### src/rtl/fifo_ctrl.sv
// Pointer/handshake controller for a first-word-fall-through FIFO on an external
// simple-dual-port RAM with combinational read data.
module fifo_ctrl #(
  parameter int unsigned DATA_WIDTH  = 8,
  parameter int unsigned DEPTH       = 16,
  parameter int unsigned AFULL_LEVEL = DEPTH - 2,
  localparam int unsigned AW         = $clog2(DEPTH)
) (
  input  logic                  clk,
  input  logic                  rst_n,
  input  logic                  s_valid,
  output logic                  s_ready,
  input  logic [DATA_WIDTH-1:0] s_data,
  output logic                  m_valid,
  input  logic                  m_ready,
  output logic [DATA_WIDTH-1:0] m_data,
  output logic [AW:0]           count,
  output logic                  full,
  output logic                  empty,
  output logic                  almost_full,
  output logic                  ram_write,
  output logic [DATA_WIDTH-1:0] ram_write_data,
  output logic [AW-1:0]         ram_write_addr,
  output logic [AW-1:0]         ram_read_addr,
  input  logic [DATA_WIDTH-1:0] ram_read_data
);

  typedef logic [AW:0] ptr_t;

  localparam ptr_t AFULL_CNT = ptr_t'(AFULL_LEVEL);
  localparam ptr_t ONE       = ptr_t'(1);

  ptr_t wr_ptr_q, wr_ptr_d;
  ptr_t rd_ptr_q, rd_ptr_d;
  ptr_t count_q, count_d;
  logic push, pop;

  // Extra wrap bit distinguishes full (MSBs differ) from empty (all equal).
  assign full  = (wr_ptr_q[AW-1:0] == rd_ptr_q[AW-1:0]) && (wr_ptr_q[AW] != rd_ptr_q[AW]);
  assign empty = (wr_ptr_q == rd_ptr_q);

  assign s_ready     = ~full;
  assign m_valid     = ~empty;
  assign count       = count_q;
  assign almost_full = (count_q >= AFULL_CNT);

  assign push = s_valid & s_ready;
  assign pop  = m_valid & m_ready;

  assign ram_write      = push;
  assign ram_write_data = s_data;
  assign ram_write_addr = wr_ptr_q[AW-1:0];
  assign ram_read_addr  = rd_ptr_q[AW-1:0];
  assign m_data         = ram_read_data;

  always_comb begin
    wr_ptr_d = wr_ptr_q;
    rd_ptr_d = rd_ptr_q;
    count_d  = count_q;
    if (push) wr_ptr_d = wr_ptr_q + ONE;
    if (pop)  rd_ptr_d = rd_ptr_q + ONE;
    case ({push, pop})
      2'b10:   count_d = count_q + ONE;
      2'b01:   count_d = count_q - ONE;
      default: count_d = count_q;
    endcase
  end

  always_ff @(posedge clk or negedge rst_n) begin
    if (!rst_n) begin
      wr_ptr_q <= '0;
      rd_ptr_q <= '0;
      count_q  <= '0;
    end else begin
      wr_ptr_q <= wr_ptr_d;
      rd_ptr_q <= rd_ptr_d;
      count_q  <= count_d;
    end
  end

endmodule
### config.mk
export PLATFORM = sky130hd
export DESIGN_NAME = fifo_ctrl
export DESIGN_NICKNAME = d
export VERILOG_FILES = /design/src/rtl/fifo_ctrl.sv
export SDC_FILE = /design/constraint.sdc
export NUM_CORES = 1
export LEC_CHECK = 0
export CORE_MARGIN = 2
export CORE_UTILIZATION = 60
export DETAILED_ROUTE_END_ITERATION = 12
export DONT_BUFFER_PORTS = 1
export PLACE_DENSITY = 0.76
export SYNTH_ARGS = -nofsm -noshare
export SYNTH_HDL_FRONTEND = slang
export SYNTH_SLANG_ARGS = --single-unit
### constraint.sdc
create_clock -name clk -period 5.75 [get_ports clk]
set_input_delay 1.15 -clock clk [delete_from_list [all_inputs] [get_ports clk]]
set_output_delay 1.15 -clock clk [all_outputs]
set_load 0.1 [all_outputs]
==> qor.txt <==
Run status - complete, no violations
Global-route wire length before repair - 3008 um
Final Routed Wirelength - 1927 um
Number of cell rows - 15
Count of flip-flops with a built-in enable after synthesis - 0
Clock Tree Root - sky130_fd_sc_hd__clkbuf_4
Final Hold Fails - 0
Fin cells - 124
Post-route minimum period - 4.476 ns
Setup repair after global routing missed its margin - false
Clock tree sinks - 15
Number of pins exceeding their max-slew limit in the final report - 0
Total of flip-flops plus latches after synthesis - 15
Maximum root-to-sink buffer count - 2
Total nets after synthesis - 140
Prevailing post-synth register cell - sky130_fd_sc_hd__dfrtp_1
Cells after Synth - 113
Die width - 47.37 um
Iteration count of the initial detailed-routing pass - 4
Area used by multi-input combinational logic - 528.0 um2
Critical-path cell list - buf_4 > xnor2_1 > nand4_1 > nand2b_1 > inv_1
Stage delay of the slowest cell on the critical path - 0.90 ns
Critical path endpoint category - output pin
Core region area - 1745 um2
Detailed-placement wirelength estimate - 1486 um
Final setup violating endpoints - 0
Via density - 5.758
Antenna violations before repair - 0
Nets@finish - 127
Most numerous cell in the Yosys netlist - sky130_fd_sc_hd__buf_4
Mean instance size in the synthesized netlist - 9.987 um2
Worst setup SP type - flip-flop
# DRC - 0
Max frequency - 223.4 MHz
Slowest-stage cell, CP - sky130_fd_sc_hd__inv_1
Clock tree from TritonCTS - yes
Port Buffer Count - 0
Total of cells resized after clock tree synthesis - 0
Insertion delay of the later-clocked pin in the worst-skew pair - 0.28 ns
Required @ worst endpoint - 4.60 ns
Cell total after placement - 120
Routed wirelength normalized by instance count - 15.54 um
Worst slew margin - 0.3083
Setup_tns - 0 ns
Slew at the pin closest to its max-slew limit - 1.038 ns
Number of global-route vias before repair - 671
Area enclosed by the die boundary - 2244 um2
Final core utilization - 0.6029
Count of fill cells added during filler insertion - 150
Leading cell types by total area after synthesis - sky130_fd_sc_hd__dfrtp_1 (33%), sky130_fd_sc_hd__buf_4 (16%), sky130_fd_sc_hd__xnor2_1 (9.3%)
Vertical die dimension - 47.37 um
Layout area overhead - -6.763%
Share of synthesized registers carrying an async set or reset - 1.000
Distinct cells, synth - 34
Number of buffers inserted by post-CTS setup repair - 0
Arrival @ worst endpoint - 3.33 ns
Ant. Diodes - 0
Global-route usage over all layers - 0.1979
Remaining antenna violation count after routing - 0
Via count of the routed design - 714
Commonest cells in the netlist - sky130_fd_sc_hd__buf_4 (24), sky130_fd_sc_hd__dfrtp_1 (15), sky130_fd_sc_hd__xnor2_1 (12), sky130_fd_sc_hd__inv_1 (8)
Combined area of all synthesized cells - 1129 um2
Number of maximum-capacitance violations - 0
Portion of synthesized cell area occupied by the leading cell type - 0.3326
Seq/Total Area, Yosys - 0.3326
Period utilization - 0.7785
Total gr overflow - 0
Largest area contributor in the synthesized netlist - sky130_fd_sc_hd__dfrtp_1
Class of the most critical hold timing path - in2async
Level count of the clock H-tree - 1
Share of post-route cells with drive strength above 1 - 0.2222
Largest fanout of any net on the critical path - 11
Maximum number of pins on one net before global-route repair - 16
Starting Density - 0.6466
Startpoint-to-endpoint class of the critical path - reg2out
Number of hold-repair buffers added at the cts stage - 0
Number of DRC markers in iteration 0 - 5
Worst hold-check slack - 0.5480 ns
Global placement routability congestion - 0.8001
Synth warnings - 0
Sequential cell area - 375.4 um2
Layout Skew - 0.003630 ns
Inserted Clock Buffers - 3
Clk slew on worst S/H paths - 0.09 ns
Boundary pin count - 55
==> through the flow <==
stage / instance area [um2] / setup slack, ns
after floorplan: 1129 / 2.182
after global placement: 1025 / 1.688
after detailed placement: 1025 / 1.600
after CTS: 1052 / 1.264
after global routing: 1052 / 1.163
final: 1052 / 1.274
==> sequential cells by signal, summed over array words and instances (netlist names) <==
register  count
wr_ptr_q      5
rd_ptr_q      5
count         5
==> worst paths after layout <==
path                        startpoint  slack [ns]           to  cells after the start
min reg2reg                rd_ptr_q[4]        0.62  rd_ptr_q[4]                      2
max                        rd_ptr_q[0]        1.27         full                      5
min in group clk           rd_ptr_q[4]        0.62  rd_ptr_q[4]                      2
min                              rst_n        0.55  wr_ptr_q[3]                      0
max in group asynchronous        rst_n        5.13  wr_ptr_q[2]                      0
max reg2reg                rd_ptr_q[0]        2.39     count[4]                     11
==> layer usage <==
layer | track usage | share of wire | vias to the layer above
li1 | - | - | 333
met4 | 0.1000 | 0.020 | 0
met3 | 0.09231 | 0.082 | 12
met5 | 0 | 0 | -
met1 | 0.2297 | 0.43 | 342
met2 | 0.3054 | 0.47 | 27
==> critical path, delay by kind of cell, from the launching register on <==
| family | cells | cell delay, ns |
|---|---|---|
| buffers and inverters | 2 | 1.22 |
| AND/OR/NAND/NOR | 2 | 1.32 |
| XOR/XNOR | 1 | 0.17 |
| flip-flops | 1 | 0.34 |
==> cell families (layout without fill, tap and decap cells) <==
group,count (synthesis),after routing,synth area share
flip-flops,15,15,0.3326
multiplexers,3,3,0.03659
adder cells (fa/ha/maj),7,7,0.08426
buffers and inverters,34,20,0.1996
AND/OR/NAND/NOR,19,19,0.08761
AO/OA/AOI/OAI,20,20,0.1364
XOR/XNOR,15,15,0.1231
==> area by class of cell <==
cell class | count | share of cell area
repair buffers | 8 | 0.05707
clock buffers | 3 | 0.02140
inverters | 8 | 0.02854
multi-input cells | 64 | 0.5018
clock inverters | 1 | 0.004756
flip-flops and latches | 15 | 0.3567
well taps | 25 | 0.02973
==> cell usage in the layout, fill, tap and decap left out, types with 2 or more instances in the layout <==
master	netlist	routed
sky130_fd_sc_hd__nand2_1	6	6
sky130_fd_sc_hd__o21ai_2	2	2
sky130_fd_sc_hd__o21ai_0	4	4
sky130_fd_sc_hd__xor2_1	2	2
sky130_fd_sc_hd__dfrtp_1	15	15
sky130_fd_sc_hd__nor2_1	2	2
sky130_fd_sc_hd__o211ai_1	5	5
sky130_fd_sc_hd__buf_4	24	8
sky130_fd_sc_hd__inv_1	8	8
sky130_fd_sc_hd__xnor2_1	12	12
sky130_fd_sc_hd__nand4_1	3	3
sky130_fd_sc_hd__ha_1	6	6
sky130_fd_sc_hd__o311ai_0	2	2
sky130_fd_sc_hd__mux2_4	2	2
sky130_fd_sc_hd__clkbuf_4	0	3
Power is not shown: default switching activity piles up to over one toggle a cycle in this logic, so the estimate is an artifact.
